===== src/rtl/eae_unit.sv =====
// Extended arithmetic element: sequential multiply, divide, normalise and
// shifts on the {AC,MQ} register pair, one step per clock.
//
// state | meaning
// ------+------------------------------------------------------------
// IDLE  | waiting for start; MQ may be loaded through mq_wr
// RUN   | one shift/add/subtract step per cycle, down-counter running
// DONE  | result registers final, done pulses for this one cycle
module eae_unit #(
    parameter int WIDTH = 12,
    parameter int SCW   = $clog2(2*WIDTH+1)
) (
    input  logic             clk,
    input  logic             rst,
    input  logic             start,
    input  logic [2:0]       op,
    input  logic [WIDTH-1:0] ac_in,
    input  logic             link_in,
    input  logic [WIDTH-1:0] operand,
    input  logic             mq_wr,
    input  logic [WIDTH-1:0] mq_din,
    output logic [WIDTH-1:0] ac_out,
    output logic             link_out,
    output logic [WIDTH-1:0] mq_out,
    output logic [SCW-1:0]   sc_out,
    output logic             busy,
    output logic             done
);

    localparam logic [2:0] OP_MUY = 3'b001;
    localparam logic [2:0] OP_DVI = 3'b010;
    localparam logic [2:0] OP_NMI = 3'b011;
    localparam logic [2:0] OP_SHL = 3'b100;
    localparam logic [2:0] OP_ASR = 3'b101;
    localparam logic [2:0] OP_LSR = 3'b110;

    localparam logic [SCW-1:0] MAX_SHIFT = SCW'(2*WIDTH);
    localparam logic [SCW-1:0] WORD_N    = SCW'(WIDTH);

    typedef enum logic [1:0] {IDLE, RUN, DONE} state_t;

    state_t           state;
    logic [WIDTH-1:0] ac_reg, mq_reg, opnd_r;
    logic             link_reg, busy_reg, done_reg;
    logic [SCW-1:0]   sc_reg, cnt;
    logic [2:0]       op_r;

    // accept-time decode
    logic [WIDTH-1:0] mq_eff;
    logic [SCW-1:0]   shift_n, acc_n;
    logic             acc_link, nmi_done_in;

    // per-step datapath
    logic [WIDTH:0]   mul_sum, div_rem;
    logic [WIDTH-1:0] div_diff;
    logic             div_ge;
    logic [WIDTH-1:0] step_ac, step_mq;
    logic             step_link, is_shift, nmi_stop, last_step;

    // Decode iteration count and initial link for the operation being accepted.
    always_comb begin
        mq_eff      = mq_wr ? mq_din : mq_reg;
        shift_n     = (operand[SCW-1:0] > MAX_SHIFT) ? MAX_SHIFT : operand[SCW-1:0];
        nmi_done_in = (ac_in[WIDTH-1] != ac_in[WIDTH-2]) || ({ac_in, mq_eff} == '0);
        acc_link    = link_in;
        acc_n       = '0;
        case (op)
            OP_MUY: begin
                acc_n    = WORD_N;
                acc_link = 1'b0;
            end
            OP_DVI: begin
                if (ac_in >= operand) begin
                    acc_link = 1'b1;
                end else begin
                    acc_n    = WORD_N;
                    acc_link = 1'b0;
                end
            end
            OP_NMI: begin
                // the limit is the backstop; the normalise test ends it earlier
                if (!nmi_done_in) acc_n = MAX_SHIFT;
            end
            OP_SHL: acc_n = shift_n;
            OP_ASR: begin
                acc_n    = shift_n;
                acc_link = ac_in[WIDTH-1];
            end
            OP_LSR: begin
                acc_n    = shift_n;
                acc_link = 1'b0;
            end
            default: ;
        endcase
    end

    // One iteration of the latched operation on the current {AC,MQ}.
    always_comb begin
        mul_sum   = {1'b0, ac_reg} + (mq_reg[0] ? {1'b0, opnd_r} : '0);
        div_rem   = {ac_reg, mq_reg[WIDTH-1]};
        div_ge    = div_rem >= {1'b0, opnd_r};
        div_diff  = div_rem[WIDTH-1:0] - opnd_r;
        step_ac   = ac_reg;
        step_mq   = mq_reg;
        step_link = link_reg;
        is_shift  = 1'b0;
        case (op_r)
            OP_MUY: begin
                step_ac = mul_sum[WIDTH:1];
                step_mq = {mul_sum[0], mq_reg[WIDTH-1:1]};
            end
            OP_DVI: begin
                step_ac = div_ge ? div_diff : div_rem[WIDTH-1:0];
                step_mq = {mq_reg[WIDTH-2:0], div_ge};
            end
            OP_NMI: begin
                step_ac  = {ac_reg[WIDTH-2:0], mq_reg[WIDTH-1]};
                step_mq  = {mq_reg[WIDTH-2:0], 1'b0};
                is_shift = 1'b1;
            end
            OP_SHL: begin
                step_link = ac_reg[WIDTH-1];
                step_ac   = {ac_reg[WIDTH-2:0], mq_reg[WIDTH-1]};
                step_mq   = {mq_reg[WIDTH-2:0], 1'b0};
                is_shift  = 1'b1;
            end
            OP_ASR: begin
                step_ac  = {ac_reg[WIDTH-1], ac_reg[WIDTH-1:1]};
                step_mq  = {ac_reg[0], mq_reg[WIDTH-1:1]};
                is_shift = 1'b1;
            end
            OP_LSR: begin
                step_ac  = {1'b0, ac_reg[WIDTH-1:1]};
                step_mq  = {ac_reg[0], mq_reg[WIDTH-1:1]};
                is_shift = 1'b1;
            end
            default: ;
        endcase
        nmi_stop  = (step_ac[WIDTH-1] != step_ac[WIDTH-2]) || ({step_ac, step_mq} == '0);
        last_step = (cnt == SCW'(1)) || ((op_r == OP_NMI) && nmi_stop);
    end

    // Control FSM with the result registers and registered busy/done.
    always_ff @(posedge clk) begin
        if (rst) begin
            state    <= IDLE;
            ac_reg   <= '0;
            mq_reg   <= '0;
            link_reg <= 1'b0;
            sc_reg   <= '0;
            cnt      <= '0;
            op_r     <= '0;
            opnd_r   <= '0;
            busy_reg <= 1'b0;
            done_reg <= 1'b0;
        end else begin
            done_reg <= 1'b0;
            case (state)
                IDLE: begin
                    if (start) begin
                        ac_reg   <= ac_in;
                        mq_reg   <= mq_eff;
                        link_reg <= acc_link;
                        sc_reg   <= '0;
                        op_r     <= op;
                        opnd_r   <= operand;
                        cnt      <= acc_n;
                        busy_reg <= 1'b1;
                        if (acc_n == '0) begin
                            state    <= DONE;
                            done_reg <= 1'b1;
                        end else begin
                            state <= RUN;
                        end
                    end else if (mq_wr) begin
                        mq_reg <= mq_din;
                    end
                end
                RUN: begin
                    ac_reg   <= step_ac;
                    mq_reg   <= step_mq;
                    link_reg <= step_link;
                    if (is_shift) sc_reg <= sc_reg + SCW'(1);
                    cnt <= cnt - SCW'(1);
                    if (last_step) begin
                        state    <= DONE;
                        done_reg <= 1'b1;
                    end
                end
                DONE: begin
                    state    <= IDLE;
                    busy_reg <= 1'b0;
                end
                default: begin
                    state    <= IDLE;
                    busy_reg <= 1'b0;
                end
            endcase
        end
    end

    assign ac_out   = ac_reg;
    assign mq_out   = mq_reg;
    assign link_out = link_reg;
    assign sc_out   = sc_reg;
    assign busy     = busy_reg;
    assign done     = done_reg;

endmodule

===== config.mk =====
export PLATFORM = sky130hd
export DESIGN_NAME = eae_unit
export DESIGN_NICKNAME = d
export VERILOG_FILES = /design/src/rtl/eae_unit.sv
export SDC_FILE = /design/constraint.sdc
export NUM_CORES = 1
export LEC_CHECK = 0
export CAP_MARGIN = 5
export CORE_MARGIN = 3
export CORE_UTILIZATION = 34
export DETAILED_ROUTE_END_ITERATION = 12
export PLACE_DENSITY = 0.56
export REMOVE_ABC_BUFFERS = 1
export SYNTH_ARGS = -nofsm -noshare
export SYNTH_HDL_FRONTEND = slang
export SYNTH_SLANG_ARGS = --single-unit

===== constraint.sdc =====
create_clock -name clk -period 8.17 [get_ports clk]
set_clock_uncertainty 0.2 [all_clocks]
set_input_delay 1.634 -clock clk [delete_from_list [all_inputs] [get_ports clk]]
set_output_delay 1.634 -clock clk [all_outputs]
set_load 0.05 [all_outputs]

==> results list <==
- The initial antenna violation count is 0.
- Count of H-tree levels built during CTS: 2
- Data arrives at the worst endpoint at 4.88 ns.
- FP Rows: 46
- After layout, the minimum clock period comes to 4.84 ns.
- The netlist uses 91 different library cells.
- PD cells: 250 nW/um^2
* Count of antenna diodes in the layout: 0
* IO Port Bufs: 75
- Detailed-route via count: 6061
* Global placement routability congestion: 0.898
- Max-cap violations: 0
- Clk_lat worst skew: 0.30 ns
- For this run, the total global-route usage over all layers was measured as 21.1%.
* Worst EP required: 8.21 ns
* Die outline height: 135 um
* RSZ-0062 raised after global routing: false
* Placed insts: 1038
- Based on the critical path, the design can be clocked at up to 0.207 GHz.
- Std-Cell Core Area: 16100 um^2
* Wire length of the first global-routing pass: 30900 um
* Inserted Clock Buffers: 5
* Number of filler instances in the final layout: 1781
- Final standard cell utilization of the core: 40.9%
- The clock drives 54 sinks.
- Area growth, synth to finish: 16.4%
- Floorplan die area: 18200 um^2
- Post-cts hold buffer count: 0
- For this design the static power due to leakage is 2.54 nW.
- The via count of the first global-routing pass came to 5576.
- Portion of the post-synthesis area used by sequential elements: 19.1%
* Detailed placement HPWL: 14700 um
- Number of enable-type register cells in the synthesized netlist: 0
* Pin count of the biggest net entering global routing: 56
- Leading cell types in the layout, fill and taps excluded: nor2_1 (87), nand2_1 (80), a21oi_1 (78)
- Wirelength, routed: 19600 um
- Once detail routing completed, the nets flagged for antenna violations numbered 0.
- The library cell used most frequently in the layout, excluding fill and tap cells, is nor2_1.
- Final Max Slew Viols: 0
- The tightest hold path in the finished design has a slack of 0.271 ns.
- Setup violations remaining at the end of the flow were counted as 0.
- Clock slew at reported path FFs: 0.08 ns
- The average instance in the mapped netlist occupies 7.15 um^2.
- Total design power: 0.00165 W
- Synthesis inferred 54 register bits.
- Chip Width: 135 um
- Startpoint kind of the worst setup timing path: flop
- Synthesized cell area: 5660 um^2
- In the routed layout, each cell is associated on average with a via count of 5.79.
- In this run the post-CTS setup repair buffer count came out at 0.
- For this run, the leading register cell type out of synthesis is dfxtp_1.
- For this design the top-level I/O count stands at 76.
- Post-route non-filler standard cell count: 1046
- At the pin with the least slew margin, the transition time is 1.04 ns.
- Clock root buffer: clkbuf_16
- Iteration-0 DRC Markers: 546
- Gate count after technology mapping: 792
* DRC violations left: 0
* Share of post-route cells with drive strength above 1: 5.78%
* Initial Util: 35.1%
* Outcome: completed
* Summed negative setup slack over all endpoints: 0 ns
- Setup CP Type: flop to flop
* Worst-case clock buffer depth: 2
- Crit-path max FO: 13
- Count of instances resized after the clock tree is built: 0
- Average wire per cell in the routed design: 18.7 um
- Final layout net count: 916
- STA classifies the critical path endpoint as a flop.
- The total overflow left after global routing is 0.
* Async set or reset register ratio after synthesis: 0%
- The number of hold-slack violations in the final timing report is 0.
* First-pass DRT Iterations: 5
* Final critical-path share of the clock period: 59.2%
* Number of synthesis warnings: 0
- CTS tree: done
* HP Class: flop to flop
- VDD sags by at most 0.106 mV.
- Worst slew margin relative to its limit: 30.5%
[synthesized netlist by cell type (7+ instances only)]
| library cell | instances | area [um^2] |
|---|---|---|
| mux2i_1 | 13 | 130 |
| xnor2_1 | 8 | 70.1 |
| a211oi_1 | 9 | 67.6 |
| buf_4 | 8 | 60.1 |
| o22ai_1 | 7 | 43.8 |
| a221oi_1 | 10 | 87.6 |
| a22oi_1 | 12 | 90.1 |
| nor2_1 | 87 | 327 |
| o211ai_1 | 8 | 60.1 |
| nor3_1 | 38 | 190 |
| nand2_1 | 80 | 300 |
| nand3_1 | 17 | 85.1 |
| dfxtp_1 | 54 | 1080 |
| nand4_1 | 9 | 56.3 |
| nand2b_1 | 7 | 43.8 |
| a21o_1 | 7 | 52.6 |
| and2_1 | 14 | 87.6 |
| o221ai_1 | 8 | 70.1 |
| o21ai_0 | 47 | 235 |
| inv_1 | 44 | 165 |
| nor2b_1 | 9 | 56.3 |
| nor4_1 | 8 | 50.1 |
| clkbuf_1 | 29 | 109 |
| o21bai_1 | 9 | 67.6 |
| ha_1 | 41 | 513 |
| a21oi_1 | 78 | 390 |
[worst max-delay path, stage by stage, from the launching register on]
cell and delay [ns]:
dfxtp_1 0.61, ha_1 0.38, or2_4 0.30, a31oi_4 0.20
a21oi_2 0.17, o41ai_1 0.44, xnor2_1 0.14, nand2_1 0.08
a21oi_1 0.08, nor3_1 0.19, ha_1 0.19, nand3_1 0.08
a21oi_1 0.16, nand4_1 0.12, or3_1 0.33, a2111oi_0 0.40
nand4b_1 0.22, nor4b_2 0.33, a211o_1 0.15
[power breakdown]
part | switching (W) | internal, W | total [W]
clock network | 0.000107 | 0.000147 | 0.000254
logic | 0.000613 | 0.000368 | 0.000980
registers | 0.000107 | 0.000309 | 0.000416
total | 0.000828 | 0.000824 | 0.00165
[worst paths after layout]
path | start | end | slack [ns] | cells after the start
worst min-delay path | link_out | link_out | 0.27 | 2
worst max-delay path | ac_out[3] | done | 3.33 | 18
worst min register to register | link_out | link_out | 0.27 | 2
worst max register to register | ac_out[3] | done | 3.33 | 18
[per-stage QoR]
| stage | setup WS (ns) | instance area [um^2] |
|---|---|---|
| after floorplan | 3.78 | 5340 |
| after CTS | 3.41 | 6590 |
| after detailed placement | 3.43 | 6420 |
| after global placement | 3.45 | 6420 |
| final | 3.33 | 6590 |
| after global routing | 3.05 | 6590 |
[cells by family (layout without fill, tap and decap cells)]
kind of cell,count (synthesis),in the layout,share of synthesized area [%]
DFF,54,54,19.1
xor gates and xnor gates,14,14,2.17
AOI/OAI and AO/OA,257,257,30.3
adders and majority gates,45,45,10.1
and+or+nand+nor,309,309,26.8
muxes,16,16,2.89
buffers and inverters,97,135,8.55
[area by class of cell]
| cell class | count | area, um^2 | share of cell area [%] |
|---|---|---|---|
| Clock buffer | 5 | 125 | 1.90 |
| Multi-Input combinational cell | 641 | 4100 | 62.1 |
| Tap cell | 216 | 270 | 4.10 |
| Inverter | 44 | 165 | 2.51 |
| Clock inverter | 3 | 47.5 | 0.721 |
| Sequential cell | 54 | 1080 | 16.4 |
| Timing Repair Buffer | 83 | 806 | 12.2 |
[per-layer routing]
layer  up-vias  wire (um)  GRT usage [%]
met5         -          0              0
met4         0        302           4.93
met3        19       1040           2.12
met2       203       8790           33.1
met1      2864       9470           31.1
li1       2975          -              -
Power figures use the tool's default switching activity.
==> patch, RTL diff (same flow settings) <==
`WIDTH`: 12 -> 18.
--- a/src/rtl/eae_unit.sv
+++ b/src/rtl/eae_unit.sv
@@ -7,7 +7,7 @@
 // RUN   | one shift/add/subtract step per cycle, down-counter running
 // DONE  | result registers final, done pulses for this one cycle
 module eae_unit #(
-    parameter int WIDTH = 12,
+    parameter int WIDTH = 18,
     parameter int SCW   = $clog2(2*WIDTH+1)
 ) (
     input  logic             clk,
Ports: changed (6 resized); port bits go from 76 to 107. No check against the original RTL was run, so the function may have changed too.
==> patch against the unedited design <==
  * Cell count up 34%
  * Non-clock buffer count grew 39
  * Sequential cell count increased by 20
  * Routed wire length rose by 50%
  * Worst hold slack got worse by 0.020 ns
  * Fmax fell by 22%
  * Sequential share of layout area rose by 0.12 points
  * Area after synthesis increased by 31%
  * Synthesized cell count rose by 33%
  * Combinational power is 8% higher
  * Power grew 18%
  * Setup slack got worse by 1.4 ns
  * Cell area increased by 36%
  * Critical path type unchanged
==> patch: results (changes against the unedited design) <==
- Vias/cell: 6.00 (was 5.79)
- # placed instances: 1389 (was 1038)
- Overall global routing resource usage: 23.9% (was 21.1%)
- Synth top area cells: dfxtp_1 (20%), ha_1 (9.9%), a21oi_1 (6.9%) (was dfxtp_1 (19%), ha_1 (9.1%), a21oi_1 (6.9%))
- Status: completed (unchanged)
- XOR/XNOR Fraction of Synth Area: 2.94% (was 2.17%)
- Most frequent cells after synthesis: nor2_1 (115), nand2_1 (110), a21oi_1 (103) (was nor2_1 (87), nand2_1 (80), a21oi_1 (78))
- Total Routed Length: 29400 µm (was 19600 µm)
- Reg2Reg Depth: 22 (was 18)
- GP Congestion: 0.951 (was 0.898)
- Port Buffer Count: 106 (was 75)
- Critical-path maximum fanout: 19 (was 13)
- Compound-cell area share of the yosys netlist: 34.4% (was 30.3%)
- Routed via count: 8424 (was 6061)
- Insertion delay to the later sink of the worst-skew pair: 0.34 ns (was 0.30 ns)
- Syn Inst Count: 1055 (was 792)
- Final period util: 75.8% (was 59.2%)
- Worst rel slew slack: 35.8% (was 30.5%)
- Setup crit start: mq_out[0] (was ac_out[3])
- Pin count of the biggest net entering global routing: 62 (was 56)
- Vias in the first global route: 7897 (was 5576)
- Arr. time, crit path: 6.23 ns (was 4.88 ns)
- Sw power: 923 µW (was 828 µW)
- Hold path start: opnd_r[10] (was link_out)
- DRT iter0 DRCs: 834 (was 546)
- Leakage: 3.49 nW (was 2.54 nW)
- Hold Path Sink: opnd_r[10] (was link_out)
- Area after DPL: 0.00869 mm² (was 0.00642 mm²)
- H-tree depth: 3 (was 2)
- Metal-1 WL: 13400 µm (was 9470 µm)
- CTS Buf Count: 9 (was 5)
- Post-synthesis sequential area ratio: 19.9% (was 19.1%)
[patch: critical path, delay by kind of cell (launching register included)]
kind,cells,cell delay (ns)
buf+inv,2,0.73
flops,1,0.42
compound gates,9,1.89
simple gates,9,2.38
fa+ha+maj,2,0.47
[patch: final cells by class]
cell class / count / area [µm²]
clock buffers: 13 / 260
clock inverters: 2 / 12.5
fillers: 2229 / 12300
inverters: 64 / 240
multi-input cells: 854 / 5450
flip-flops and latches: 74 / 1480
well taps: 275 / 344
repair buffers: 122 / 1180
[patch: metal layers]
layer / vias up / global-route usage, %
li1: 4045 / -
met1: 3952 / 34.4
met2: 374 / 36.5
met3: 53 / 4.36
met4: 0 / 7.19
met5: - / 0
[patch: power by group through the flow]
stage	clock network, mW	registers [mW]	logic (mW)
floorplan	0	0.578	0.592
global placement	0	0.510	1.04
detailed placement	0	0.509	1.03
CTS	0.385	0.502	1.04
global route	0.404	0.512	1.14
finish	0.378	0.507	1.06
